**src/rtl/alu_arbiter_4.sv**
```systemverilog
// rtl/alu_arbiter_4.sv - four-requester round-robin arbiter sharing one 16-bit ALU
module alu_arbiter_4 (
  input  logic        clk,
  input  logic        rst_n,
  input  logic [3:0]  req,
  input  logic [11:0] req_op,
  input  logic [63:0] req_a,
  input  logic [63:0] req_b,
  input  logic        res_ack,
  input  logic [15:0] alu_result,
  output logic [3:0]  gnt,
  output logic [2:0]  alu_op,
  output logic        alu_en,
  output logic [15:0] alu_a,
  output logic [15:0] alu_b,
  output logic        res_valid,
  output logic [15:0] res_data,
  output logic [1:0]  res_id,
  output logic        busy
);

  typedef enum logic [1:0] {
    S_IDLE  = 2'd0,
    S_ISSUE = 2'd1,
    S_RESP  = 2'd2
  } state_e;

  state_e      state_q, state_d;
  logic [1:0]  ptr_q, ptr_d;
  logic [3:0]  gnt_q, gnt_d;
  logic [2:0]  alu_op_q, alu_op_d;
  logic [15:0] alu_a_q, alu_a_d;
  logic [15:0] alu_b_q, alu_b_d;
  logic        res_valid_q, res_valid_d;
  logic [15:0] res_data_q, res_data_d;
  logic [1:0]  res_id_q, res_id_d;

  logic [3:0][2:0]  op_v;
  logic [3:0][15:0] a_v;
  logic [3:0][15:0] b_v;
  logic [7:0]       req_dbl;
  logic [3:0]       rot;
  logic [1:0]       win_off;
  logic [1:0]       win_idx;

  assign op_v = req_op;
  assign a_v  = req_a;
  assign b_v  = req_b;

  // Rotate requests so the pointer position lands at bit 0, then take the lowest set bit.
  assign req_dbl = {req, req};
  assign rot     = req_dbl[ptr_q +: 4];

  always_comb begin
    win_off = 2'd0;
    casez (rot)
      4'b???1: win_off = 2'd0;
      4'b??10: win_off = 2'd1;
      4'b?100: win_off = 2'd2;
      4'b1000: win_off = 2'd3;
      default: win_off = 2'd0;
    endcase
    win_idx = ptr_q + win_off;
  end

  always_ff @(posedge clk or negedge rst_n) begin
    if (!rst_n) begin
      state_q <= S_IDLE;
    end else begin
      state_q <= state_d;
    end
  end

  always_comb begin
    state_d = state_q;
    case (state_q)
      S_IDLE:  if (|req) state_d = S_ISSUE;
      S_ISSUE: state_d = S_RESP;
      S_RESP:  if (res_ack) state_d = S_IDLE;
      default: state_d = S_IDLE;
    endcase
  end

  always_comb begin
    alu_en = (state_q == S_ISSUE);
    busy   = (state_q != S_IDLE);
  end

  // Operands are latched at the grant edge; later request changes cannot reach the ALU.
  always_comb begin
    ptr_d       = ptr_q;
    gnt_d       = gnt_q;
    alu_op_d    = alu_op_q;
    alu_a_d     = alu_a_q;
    alu_b_d     = alu_b_q;
    res_valid_d = res_valid_q;
    res_data_d  = res_data_q;
    res_id_d    = res_id_q;
    case (state_q)
      S_IDLE: begin
        if (|req) begin
          gnt_d    = 4'b0001 << win_idx;
          alu_op_d = op_v[win_idx];
          alu_a_d  = a_v[win_idx];
          alu_b_d  = b_v[win_idx];
          res_id_d = win_idx;
          ptr_d    = win_idx + 2'd1;
        end
      end
      S_ISSUE: begin
        res_data_d  = alu_result;
        res_valid_d = 1'b1;
      end
      S_RESP: begin
        if (res_ack) begin
          res_valid_d = 1'b0;
          gnt_d       = 4'b0000;
        end
      end
      default: ;
    endcase
  end

  always_ff @(posedge clk or negedge rst_n) begin
    if (!rst_n) begin
      ptr_q       <= 2'd0;
      gnt_q       <= 4'd0;
      alu_op_q    <= 3'd0;
      alu_a_q     <= 16'd0;
      alu_b_q     <= 16'd0;
      res_valid_q <= 1'b0;
      res_data_q  <= 16'd0;
      res_id_q    <= 2'd0;
    end else begin
      ptr_q       <= ptr_d;
      gnt_q       <= gnt_d;
      alu_op_q    <= alu_op_d;
      alu_a_q     <= alu_a_d;
      alu_b_q     <= alu_b_d;
      res_valid_q <= res_valid_d;
      res_data_q  <= res_data_d;
      res_id_q    <= res_id_d;
    end
  end

  assign gnt       = gnt_q;
  assign alu_op    = alu_op_q;
  assign alu_a     = alu_a_q;
  assign alu_b     = alu_b_q;
  assign res_valid = res_valid_q;
  assign res_data  = res_data_q;
  assign res_id    = res_id_q;

endmodule

```
**config.mk**
```make
export PLATFORM = sky130hd
export DESIGN_NAME = alu_arbiter_4
export DESIGN_NICKNAME = d
export VERILOG_FILES = /design/src/rtl/alu_arbiter_4.sv
export SDC_FILE = /design/constraint.sdc
export NUM_CORES = 1
export LEC_CHECK = 0
export CAP_MARGIN = 25
export CORE_AREA = 2 2 74 129
export CTS_CLUSTER_SIZE = 16
export DETAILED_ROUTE_END_ITERATION = 6
export DIE_AREA = 0 0 76 131
export GPL_ROUTABILITY_DRIVEN = 1
export PLACE_DENSITY = 0.88
export SLEW_MARGIN = 0
export SYNTH_ARGS = -nofsm -noshare
export SYNTH_HDL_FRONTEND = slang
export SYNTH_SLANG_ARGS = --single-unit
export TNS_END_PERCENT = 10
```
**constraint.sdc**
```tcl
create_clock -name clk -period 8 [get_ports clk]
set_clock_uncertainty 0.15 [all_clocks]
set_input_delay 1.6 -clock clk [delete_from_list [all_inputs] [get_ports clk]]
set_output_delay 1.6 -clock clk [all_outputs]
set_load 0.005 [all_outputs]
```
==> impl_metrics.json <==
{
  "globalplace.congestion": 0.883,
  "critical_path.slowest_cell": "buf_4",
  "dp_hpwl_um": 8810,
  "vias": 3335,
  "io_buffer_count": 222,
  "cpPeakStageDelay_ps": 650,
  "dieArea_um2": 9960,
  "setup_viol_count_final": 0,
  "max_slew_margin_pct": 32.9,
  "antenna_found_initial": 0,
  "p_leak_uw": 0.00250,
  "powerDensity_nw_per_um2": 424,
  "drc": 0,
  "worst_slack_ps": 3010,
  "utilization_pct": 67.1,
  "timing.fmax_mhz": 200,
  "cts_setup_buffers": 0,
  "core_um2": 8920,
  "postRouteAntennaNets": 0,
  "crit_family": "buffers and inverters",
  "nets": 683,
  "worstMarginPinSlew_ps": 1000,
  "drt-total-wl_um": 11600,
  "endpoint_kind": "flip-flop",
  "clock_latency_ps": 320,
  "crit_required_ps": 8060,
  "first_pass_iters": 4,
  "grt_pass1_vias": 3582,
  "synth_warnings": 0,
  "start_util_pct": 37.9,
  "maxSlewViolCount": 0,
  "via_per_inst": 5.19,
  "start_kind": "primary input",
  "fp-row-count": 46,
  "die_h_um": 131,
  "cap_viol_max_count": 0,
  "grt_pass1_wl_um": 17800,
  "synth_seq_area_share_pct": 45.9,
  "syn-num-nets": 464,
  "wl_per_cell_um": 18.1,
  "hold_viol": 0,
  "hp-class": "flip-flop to flip-flop",
  "drtIter0Drc": 166,
  "crit_chain": "clkdlybuf4s50_1, inv_1, o21ai_0, a21oi_1, nor3_1, a21oi_1, ha_1, xnor2_1, xnor2_4, buf_4, mux2i_1, a221oi_1",
  "area.growth.synth_to_final_pct": 77.1,
  "status": "completed",
  "htreeDepth": 3,
  "synth-seq-cells": 62,
  "cts.repair.resized": 0,
  "diodes": 0,
  "path_buf_inv": 3,
  "io_pins": 223,
  "die_x_um": 76,
  "ctsLongestPathBuffers": 2,
  "grt_max_degree": 63,
  "fin_crit_sh_pct": 62.4,
  "path_clk_slew_ps": 50,
  "synth.distinct_cells": 34,
  "cp.arrival_ps": 5060,
  "rsz0062_at_grt": "false",
  "multiInputGateArea_um2": 1710,
  "syn_avg_cell_area_um2": 11.3,
  "synth_area_um2": 3380,
  "peakVddDrop_mv": 0.295,
  "cts_tree": "yes",
  "crit_type": "primary input to flip-flop",
  "cp_common_cell": "a21oi_1",
  "regArea_um2": 1550,
  "place_ws_ps": 2680,
  "gr-total-overflow": 0,
  "cp_max_fo": 44,
  "fin_setup_tns_ps": 0,
  "cts_root_buffer": "clkbuf_16",
  "clkSinkCount": 62,
  "drive_above_1_share_pct": 9.56,
  "fillCellCount": 699,
  "timing.hold.ws_ps": 353,
  "synth_cells": 300,
  "ctsHoldBuffers": 0,
  "min_period_ps": 4990,
  "cts_inserted_buffers": 9,
  "track_usage_pct": 22.8
}
cell type report:
type,instances,share of cell area (%)
multi-input combinational,212,28.7
sequential,62,25.9
tap,120,2.51
clock buffer,10,3.83
timing repair buffer,230,38.4
clock inverter,5,0.460
inverter,4,0.251
report_power, final:
group	internal [uW]	leakage (uW)	switching [uW]	total [uW]
registers	482	0.000705	99.8	582
clock network	205	0.000128	133	338
logic	884	0.00167	730	1610
metrics by stage:
step           cells  power [uW]  instance area, um2
4_1_cts          641        2550                5960
6_report         643        2530                5980
5_1_grt          643        2710                5980
3_3_place_gp     625        2130                5690
3_5_place_dp     626        2210                5710
2_1_floorplan    300        1620                3380
path summary, 6_finish.rpt:
check | cells past startpoint | end | startpoint | slack (ps)
worst max-delay path | 12 | alu_a[6] | req[0] | 3010
worst min-delay path | 2 | gnt[0] | gnt[0] | 350
worst max register to register | 11 | alu_a[6] | ptr_q[1] | 4460
worst min register to register | 2 | gnt[0] | gnt[0] | 350
max in group asynchronous | 2 | alu_b[0] | rst_n | 5880
min in group asynchronous | 2 | res_data[8] | rst_n | 1290
layout by cell type, fill, tap and decap left out, types with 2 or more instances in the layout:
cell             instances
clkdlybuf4s50_1        221
mux2i_1                 70
dfrtp_1                 62
nor2_1                  42
a221oi_1                34
mux2_2                  19
clkbuf_16                9
nand2_1                  8
a21oi_1                  5
buf_4                    5
inv_1                    4
o21ai_0                  4
xnor2_1                  4
clkinv_2                 4
nor3_1                   3
a211oi_2                 2
a22o_1                   2
buf_2                    2
cells by family after synthesis:
group / Yosys count / synth area share (%)
buffers and inverters: 26 / 4.04
flip-flops: 62 / 45.9
adder cells (fa/ha/maj): 1 / 0.370
multiplexers: 89 / 27.1
XOR/XNOR: 5 / 1.52
AO/OA/AOI/OAI: 54 / 13.2
AND/OR/NAND/NOR: 63 / 7.85
tightest hold or removal path: cells and delay by family (launching register included):
| kind | cells | cell delay (ps) |
|---|---|---|
| flip-flops | 1 | 350 |
| AND/OR/NAND/NOR | 1 | 60 |
| AO/OA/AOI/OAI | 1 | 60 |
registers in the layout (all words and copies together) (netlist names):
signal,count
alu_a,16
alu_b,16
alu_op,3
gnt,4
ptr_q,2
res_data,16
res_id,2
res_valid,1
state_q,2
layer usage:
| layer | GRT usage, % | vias up | part of all wire [%] |
|---|---|---|---|
| met5 | 0 | - | 0 |
| met4 | 10.3 | 0 | 2.7 |
| met3 | 7.01 | 23 | 6.5 |
| met2 | 43.0 | 146 | 56 |
| met1 | 23.1 | 1606 | 35 |
| li1 | - | 1560 | - |
cell usage after synthesis:
library cell | instances | area share [%]
nand3_1 | 1 | 0.15
xnor2_2 | 1 | 0.48
a2bb2oi_1 | 1 | 0.26
o22ai_1 | 1 | 0.19
or2_2 | 1 | 0.19
clkbuf_1 | 13 | 1.4
o32ai_2 | 1 | 0.48
buf_6 | 2 | 0.67
o211ai_1 | 1 | 0.22
nor3_1 | 4 | 0.59
nor2b_2 | 1 | 0.26
and2_1 | 1 | 0.19
dfrtp_1 | 62 | 46
buf_2 | 1 | 0.15
ha_1 | 1 | 0.37
mux2i_1 | 70 | 21
nand4_1 | 1 | 0.19
a211oi_2 | 2 | 0.74
buf_4 | 6 | 1.3
nor2b_1 | 1 | 0.19
a21o_1 | 1 | 0.22
a21oi_1 | 5 | 0.74
xnor2_1 | 4 | 1.0
nand2_1 | 8 | 0.89
o21ai_0 | 4 | 0.59
and3b_1 | 1 | 0.26
mux2_2 | 19 | 6.3
a31oi_1 | 1 | 0.19
o41ai_1 | 1 | 0.26
inv_1 | 4 | 0.44
a22o_1 | 2 | 0.52
nor2_1 | 43 | 4.8
a221oi_1 | 34 | 8.8
nor4_1 | 1 | 0.19
(Power assumes the default switching activity.)
